## src/rtl/map_infl_pkg.sv

```systemverilog
// Shared types and helpers for the map-inflation window scheduler:
// scheduler state encoding, border width and the lane slicing macro.
`ifndef MAP_INFL_LANE_SLICE
`define MAP_INFL_LANE_SLICE(lane, dw) [(lane)*(dw) +: (dw)]
`endif

package map_infl_pkg;

  typedef enum logic [2:0] {
    IDLE  = 3'd0,
    LEAD  = 3'd1,
    RUN   = 3'd2,
    TRAIL = 3'd3,
    DRAIN = 3'd4
  } sched_state_t;

  // Border columns on each side of a row for an odd window of k rows.
  function automatic int pad_of(input int k);
    return k / 2;
  endfunction

endpackage

```

## src/rtl/axis_window_sched_out.sv

```systemverilog
// Single-stage AXI-Stream output register carrying {tuser, tlast, tdata};
// holds its contents while the sink stalls.
module axis_out_reg
  import map_infl_pkg::*;
#(
  parameter int W = 24
) (
  input  logic         clk,
  input  logic         rst,
  input  logic         in_valid,
  input  logic [W-1:0] in_data,
  input  logic         in_user,
  input  logic         in_last,
  input  logic         out_ready,
  output logic         out_valid,
  output logic [W-1:0] out_data,
  output logic         out_user,
  output logic         out_last,
  output logic         load_en
);

  assign load_en = !out_valid || out_ready;

  // Output stage: reload whenever the held beat is gone or being taken.
  always_ff @(posedge clk or posedge rst) begin
    if (rst) begin
      out_valid <= 1'b0;
      out_data  <= '0;
      out_user  <= 1'b0;
      out_last  <= 1'b0;
    end else if (load_en) begin
      out_valid <= in_valid;
      out_user  <= in_valid & in_user;
      out_last  <= in_valid & in_last;
      if (in_valid) begin
        out_data <= in_data;
      end
    end
  end

endmodule

```

## src/rtl/axis_window_sched.sv

```systemverilog
// Row/column scheduler: joins the K lane streams, wraps every map row in
// PAD border columns and frames the output with SOF (tuser) / EOL (tlast).
module axis_window_sched
  import map_infl_pkg::*;
#(
  parameter int KERNEL_SIZE = 3,
  parameter int DATA_WIDTH  = 8,
  parameter int DIM_WIDTH   = 16,
  parameter int PAD_VALUE   = 0
) (
  input  logic                              clk,
  input  logic                              rst,
  input  logic                              start,
  input  logic [DIM_WIDTH-1:0]              cfg_width,
  input  logic [DIM_WIDTH-1:0]              cfg_height,
  output logic                              busy,
  output logic                              done,
  output logic                              err_cfg,
  input  logic [KERNEL_SIZE*DATA_WIDTH-1:0] s_tdata,
  input  logic [KERNEL_SIZE-1:0]            s_tvalid,
  output logic [KERNEL_SIZE-1:0]            s_tready,
  output logic [KERNEL_SIZE*DATA_WIDTH-1:0] m_tdata,
  output logic                              m_tvalid,
  input  logic                              m_tready,
  output logic                              m_tuser,
  output logic                              m_tlast
);

  localparam int PAD    = pad_of(KERNEL_SIZE);
  localparam int DW_ALL = KERNEL_SIZE * DATA_WIDTH;
  localparam logic [DIM_WIDTH-1:0]  ONE      = DIM_WIDTH'(1);
  localparam logic [DIM_WIDTH-1:0]  PAD_LAST = DIM_WIDTH'(PAD - 1);
  localparam logic [DATA_WIDTH-1:0] PAD_CELL = DATA_WIDTH'(PAD_VALUE);

  sched_state_t         state_r, state_s;
  logic [DIM_WIDTH-1:0] col_r, col_s;
  logic [DIM_WIDTH-1:0] row_r, row_s;
  logic [DIM_WIDTH-1:0] width_r, height_r;
  logic                 busy_r, done_r, err_r;
  logic                 done_s;
  logic                 start_ok_s, start_bad_s;
  logic                 load_en_s, pop_s;
  logic                 gen_valid_s, gen_user_s, gen_last_s;
  logic [DW_ALL-1:0]    gen_data_s;

  assign start_ok_s  = (state_r == IDLE) && start &&
                       (cfg_width != '0) && (cfg_height != '0);
  assign start_bad_s = (state_r == IDLE) && start &&
                       ((cfg_width == '0) || (cfg_height == '0));

  // Join: all lanes pop together, only with a full set and room downstream.
  assign pop_s    = (state_r == RUN) && (&s_tvalid) && load_en_s;
  assign s_tready = {KERNEL_SIZE{pop_s}};

  assign busy    = busy_r;
  assign done    = done_r;
  assign err_cfg = err_r;

  // State register, counters, latched frame geometry and status flags.
  always_ff @(posedge clk or posedge rst) begin
    if (rst) begin
      state_r  <= IDLE;
      col_r    <= '0;
      row_r    <= '0;
      width_r  <= '0;
      height_r <= '0;
      busy_r   <= 1'b0;
      done_r   <= 1'b0;
      err_r    <= 1'b0;
    end else begin
      state_r <= state_s;
      col_r   <= col_s;
      row_r   <= row_s;
      busy_r  <= (state_s != IDLE);
      done_r  <= done_s;
      err_r   <= start_bad_s;
      if (start_ok_s) begin
        width_r  <= cfg_width;
        height_r <= cfg_height;
      end
    end
  end

  // Next-state and counter logic; counters only move on a generated beat.
  always_comb begin
    state_s = state_r;
    col_s   = col_r;
    row_s   = row_r;
    done_s  = 1'b0;
    case (state_r)
      IDLE: begin
        if (start_ok_s) begin
          state_s = LEAD;
          col_s   = '0;
          row_s   = '0;
        end else begin
          state_s = IDLE;
        end
      end
      LEAD: begin
        if (gen_valid_s && (col_r == PAD_LAST)) begin
          state_s = RUN;
          col_s   = '0;
        end else if (gen_valid_s) begin
          col_s = col_r + ONE;
        end else begin
          col_s = col_r;
        end
      end
      RUN: begin
        if (gen_valid_s && (col_r == width_r - ONE)) begin
          state_s = TRAIL;
          col_s   = '0;
        end else if (gen_valid_s) begin
          col_s = col_r + ONE;
        end else begin
          col_s = col_r;
        end
      end
      TRAIL: begin
        if (gen_valid_s && (col_r == PAD_LAST)) begin
          col_s = '0;
          if (row_r == height_r - ONE) begin
            state_s = DRAIN;
          end else begin
            state_s = LEAD;
            row_s   = row_r + ONE;
          end
        end else if (gen_valid_s) begin
          col_s = col_r + ONE;
        end else begin
          col_s = col_r;
        end
      end
      DRAIN: begin
        // Nothing new is generated here, so load_en means the last beat leaves.
        if (load_en_s) begin
          state_s = IDLE;
          done_s  = 1'b1;
        end else begin
          state_s = DRAIN;
        end
      end
      default: begin
        state_s = IDLE;
        col_s   = '0;
        row_s   = '0;
      end
    endcase
  end

  // Beat generation: border columns carry PAD_CELL, RUN carries joined lanes.
  always_comb begin
    gen_valid_s = 1'b0;
    gen_user_s  = 1'b0;
    gen_last_s  = 1'b0;
    case (state_r)
      LEAD: begin
        gen_valid_s = load_en_s;
        gen_user_s  = (row_r == '0) && (col_r == '0);
      end
      RUN: begin
        gen_valid_s = pop_s;
      end
      TRAIL: begin
        gen_valid_s = load_en_s;
        gen_last_s  = (col_r == PAD_LAST);
      end
      default: begin
        gen_valid_s = 1'b0;
      end
    endcase
    gen_data_s = '0;
    for (int i = 0; i < KERNEL_SIZE; i++) begin
      if (state_r == RUN) begin
        gen_data_s `MAP_INFL_LANE_SLICE(i, DATA_WIDTH) = s_tdata `MAP_INFL_LANE_SLICE(i, DATA_WIDTH);
      end else begin
        gen_data_s `MAP_INFL_LANE_SLICE(i, DATA_WIDTH) = PAD_CELL;
      end
    end
  end

  axis_out_reg #(
    .W(DW_ALL)
  ) u_out (
    .clk      (clk),
    .rst      (rst),
    .in_valid (gen_valid_s),
    .in_data  (gen_data_s),
    .in_user  (gen_user_s),
    .in_last  (gen_last_s),
    .out_ready(m_tready),
    .out_valid(m_tvalid),
    .out_data (m_tdata),
    .out_user (m_tuser),
    .out_last (m_tlast),
    .load_en  (load_en_s)
  );

endmodule

```

## config.mk

```make
export PLATFORM = sky130hd
export DESIGN_NAME = axis_window_sched
export DESIGN_NICKNAME = d
export VERILOG_FILES = /design/src/rtl/map_infl_pkg.sv /design/src/rtl/axis_window_sched_out.sv /design/src/rtl/axis_window_sched.sv
export SDC_FILE = /design/constraint.sdc
export NUM_CORES = 1
export LEC_CHECK = 0
export BUFFER_PORTS_ARGS = -buffer_cell sky130_fd_sc_hd__buf_2
export CORE_MARGIN = 4
export CORE_UTILIZATION = 41
export CTS_CLUSTER_DIAMETER = 150
export DETAILED_ROUTE_END_ITERATION = 8
export PLACE_DENSITY = 0.73
export SLEW_MARGIN = 20
export SYNTH_ARGS = -nofsm -noshare
export SYNTH_HDL_FRONTEND = slang
export SYNTH_SLANG_ARGS = --single-unit
```

## constraint.sdc

```tcl
create_clock -name clk -period 4.25 [get_ports clk]
set_input_delay 0.85 -clock clk [delete_from_list [all_inputs] [get_ports clk]]
set_output_delay 0.85 -clock clk [all_outputs]
set_load 0.02 [all_outputs]
```

==> impl_results.rst <==
.. list-table::
   :header-rows: 1

   * - Metric
     - Value
   * - Area of the die
     - 15,560 um2
   * - Iteration-0 DRC Markers
     - 366
   * - Data arrival at the endpoint of the critical path
     - 3.84 ns
   * - Syn_area_per_cell
     - 9.282 um2
   * - Sum Neg Setup Slack
     - 0 ns
   * - Slowest cell on crit path
     - sky130_fd_sc_hd__or4b_1
   * - Routed wire per std cell
     - 16.21 um
   * - Post-CTS sizing
     - 0
   * - Worst Tran Pin Value
     - 0.9160 ns
   * - FILL cells
     - 1,217
   * - Largest vdd supply drop
     - 0.2613 mV
   * - Number of placement rows
     - 42
   * - Iteration count of the initial detailed-routing pass
     - 5
   * - I/O pin total
     - 96
   * - Cells traversed along the worst timing path
     - inv_1 -> ha_1 -> or4b_1 -> nor4_1 -> nor3_1 -> or4b_4 -> o41ai_4 -> a21oi_2 -> nand4_1 -> mux2i_1
   * - Clock network fraction of total power
     - 0.252
   * - Avg Vias per Cell
     - 5.494
   * - Proportion of power drawn by flip-flops and latches
     - 0.378
   * - Number of nets produced by synthesis
     - 671
   * - Synth-to-Final Area Change
     - 17.04%
   * - Total setup violations reported at the end of the flow
     - 0
   * - Gr ovfl total
     - 0
   * - Effective utilization at floorplan
     - 0.4203
   * - Number of enable-type register cells in the synthesized netlist
     - 0
   * - Maximum number of pins on one net before global-route repair
     - 73
   * - Type of the worst min-delay path
     - reg2reg
   * - Post-synthesis sequential element count
     - 97
   * - Initial antenna violation count
     - 0
   * - Critical path's largest stage delay
     - 0.63 ns
   * - Horizontal die dimension
     - 124.7 um
   * - Clock transition at the registers of the reported paths
     - 0.06 ns
   * - Period minus WS final
     - 3.579 ns
   * - Peak clock frequency supported by timing
     - 0.2794 GHz
   * - Via count of the first global-routing pass
     - 4,593
   * - Max-slew violation count
     - 0
   * - Clock buffer count from CTS
     - 9
   * - Result of the run
     - finished clean
   * - CTS tree
     - done
   * - Setup repair after global routing missed its margin
     - no
   * - Part of the cycle the worst path needs
     - 0.8421
   * - Multi-input gate area
     - 2925 um2
   * - Global-route usage over all layers
     - 0.1779
   * - Detail Route met3 WL
     - 795 um
   * - Number of buffers between clock root and the deepest sink
     - 2
   * - Global-route wire length before repair
     - 22.95 mm
   * - Sequential cell area fraction in the yosys report
     - 0.4344
   * - Final estimated routing congestion in global placement
     - 0.8786
   * - CP required
     - 4.52 ns
   * - Proportion of layout cells with a drive suffix above 1
     - 0.2518
   * - Sequential cell area
     - 2427 um2
   * - Max Clock Skew
     - 0.005022 ns
   * - Floorplan die height
     - 124.7 um
   * - Wire length on met2
     - 6.816 mm
   * - Routed vias
     - 4,703
   * - Total wirelength of the detailed-routed design
     - 13.88 mm
   * - CTS Root Buffer Type
     - sky130_fd_sc_hd__clkbuf_16
   * - Headroom to the max-slew limit
     - 0.3893
   * - Final Net Count
     - 743
   * - Largest fanout of any net on the critical path
     - 21
   * - Proportion of power drawn by combinational gates
     - 0.370
   * - Launching element type of the critical path
     - flip-flop
   * - Post-Syn Area
     - 5588 um2
   * - Clock latency of the later-clocked register in the worst-skew pair
     - 0.35 ns
   * - Htree depth
     - 3
   * - DPL Wire Length
     - 10.27 mm
   * - Int Power
     - 2.502 mW
   * - Main synth FF type
     - sky130_fd_sc_hd__dfrtp_1
   * - Crit Path Class
     - reg2reg
   * - Highest metal layer with signal wires
     - met4
   * - Total power after layout
     - 4.026 mW
   * - Crit end category
     - flip-flop
   * - Antenna Violating Nets Remaining
     - 0
   * - P_leak
     - 2.878 nW
   * - Core Footprint
     - 13,300 um2
   * - Cell family with most CP delay
     - simple AND/OR/NAND/NOR gates
   * - # Post-CTS Setup Buffers
     - 0
   * - Number of buffers added to fix hold violations after cts
     - 0
   * - Number of warnings reported in the yosys synthesis log
     - 0
   * - Fin. Hold Viols
     - 0
   * - Number of different library cells in the post-synthesis netlist
     - 61
   * - CTS sink count
     - 97
   * - Sum of buffers and inverters on the critical path
     - 1
   * - Power Dens Cells
     - 615.5 nW/um2
   * - Ys async rst share
     - 1.000
   * - Post-route met1 wirelength
     - 6.063 mm
   * - Switch share
     - 0.3785
   * - Number of buffer cells added on primary ports
     - 95
   * - Gate count of the mapped netlist
     - 602
   * - Max-capacitance violation count
     - 0
   * - Net switching power of the design
     - 1.524 mW
   * - DRC
     - 0
## synthesized netlist by cell type (7+ instances only)
cell type / count / area, um2
sky130_fd_sc_hd__dfrtp_1: 97 / 2427
sky130_fd_sc_hd__nor4_1: 24 / 150.1
sky130_fd_sc_hd__or4_1: 7 / 52.55
sky130_fd_sc_hd__xnor2_1: 30 / 262.8
sky130_fd_sc_hd__nand4_1: 13 / 81.33
sky130_fd_sc_hd__nor3_1: 17 / 85.08
sky130_fd_sc_hd__xor2_1: 24 / 210.2
sky130_fd_sc_hd__clkbuf_1: 28 / 105.1
sky130_fd_sc_hd__inv_1: 19 / 71.32
sky130_fd_sc_hd__nand2_1: 86 / 322.8
sky130_fd_sc_hd__o21ai_0: 42 / 210.2
sky130_fd_sc_hd__nand3_1: 21 / 105.1
sky130_fd_sc_hd__a21oi_1: 11 / 55.05
sky130_fd_sc_hd__mux2_2: 33 / 371.6
sky130_fd_sc_hd__nor2_1: 42 / 157.7
## metrics by stage
| step | setup slack (ns) | std cells | cell area [um2] | utilization | hold WS [ns] |
|---|---|---|---|---|---|
| finish | 0.6710 | 856 | 6540 | 0.4919 | 0.4704 |
| global route | 0.4407 | 855 | 6538 | 0.4917 | 0.5014 |
| CTS | 0.7065 | 855 | 6538 | 0.4917 | 0.4786 |
| detailed placement | 0.7301 | 839 | 6160 | 0.4633 | 0.4638 |
| global placement | 0.8066 | 839 | 6160 | 0.4633 | 0.4565 |
| floorplan | 0.8663 | 602 | 5588 | - | 0.5011 |
## sequential cells by signal (all words and copies together) (netlist names)
name / count
u_out.out_data: 24
col_r: 16
height_r: 16
row_r: 16
width_r: 16
state_r: 3
busy: 1
done: 1
err_cfg: 1
u_out.out_last: 1
u_out.out_user: 1
u_out.out_valid: 1
## final timing paths
| path | from | end | slack [ns] | cells past startpoint |
|---|---|---|---|---|
| max in group asynchronous | rst | height_r[14] | 2.67 | 3 |
| min in group asynchronous | rst | width_r[5] | 0.70 | 2 |
| worst max-delay path | height_r[0] | row_r[7] | 0.67 | 10 |
| worst min-delay path | u_out.out_user | u_out.out_user | 0.47 | 2 |
| worst min register to register | u_out.out_user | u_out.out_user | 0.47 | 2 |
| worst max register to register | height_r[0] | row_r[7] | 0.67 | 10 |
## power by group through the flow
stage | clock network (mW) | registers [mW] | logic, mW
2_1_floorplan | 0 | 1.46 | 1.18
3_3_place_gp | 0 | 1.51 | 1.43
3_5_place_dp | 0 | 1.53 | 1.48
4_1_cts | 1.03 | 1.52 | 1.49
5_1_grt | 1.08 | 1.57 | 1.66
6_report | 1.02 | 1.52 | 1.49
## cells in the final DEF (no fill, tap or decap), drive strengths merged, types with 21 or more instances in the layout
cell type / instances
nand3: 21
dfrtp: 97
nand2: 86
mux2: 33
buf: 100
xnor2: 30
o21ai: 42
nor4: 25
nor2: 42
xor2: 24
## worst min-delay path, delay by kind of cell (launching register included)
| kind | cells | cell delay (ns) |
|---|---|---|
| DFF | 1 | 0.34 |
| and+or+nand+nor | 2 | 0.10 |
## metal layers
layer	track usage	vias to the layer above
met5	0	-
met4	0.04965	0
met3	0.04331	18
met2	0.2980	147
met1	0.2295	2258
li1	-	2280
## area by class of cell
type	count	share of cell area
Inverter	19	0.01129
Sequential cell	97	0.3712
Timing Repair Buffer	100	0.07844
Clock buffer	11	0.03865
Clock inverter	5	0.01913
Multi-Input combinational cell	447	0.4473
Tap cell	176	0.03367
Antenna cell	1	0.0003826
## cell families after synthesis
logic type	Yosys count	share of synthesized area
AND/OR/NAND/NOR	252	0.2302
AO/OA/AOI/OAI	97	0.1180
flip-flops	97	0.4344
buffers and inverters	58	0.04389
XOR/XNOR	54	0.08464
multiplexers	38	0.07546
adder cells (fa/ha/maj)	6	0.01343
Power figures use the tool's default switching activity.
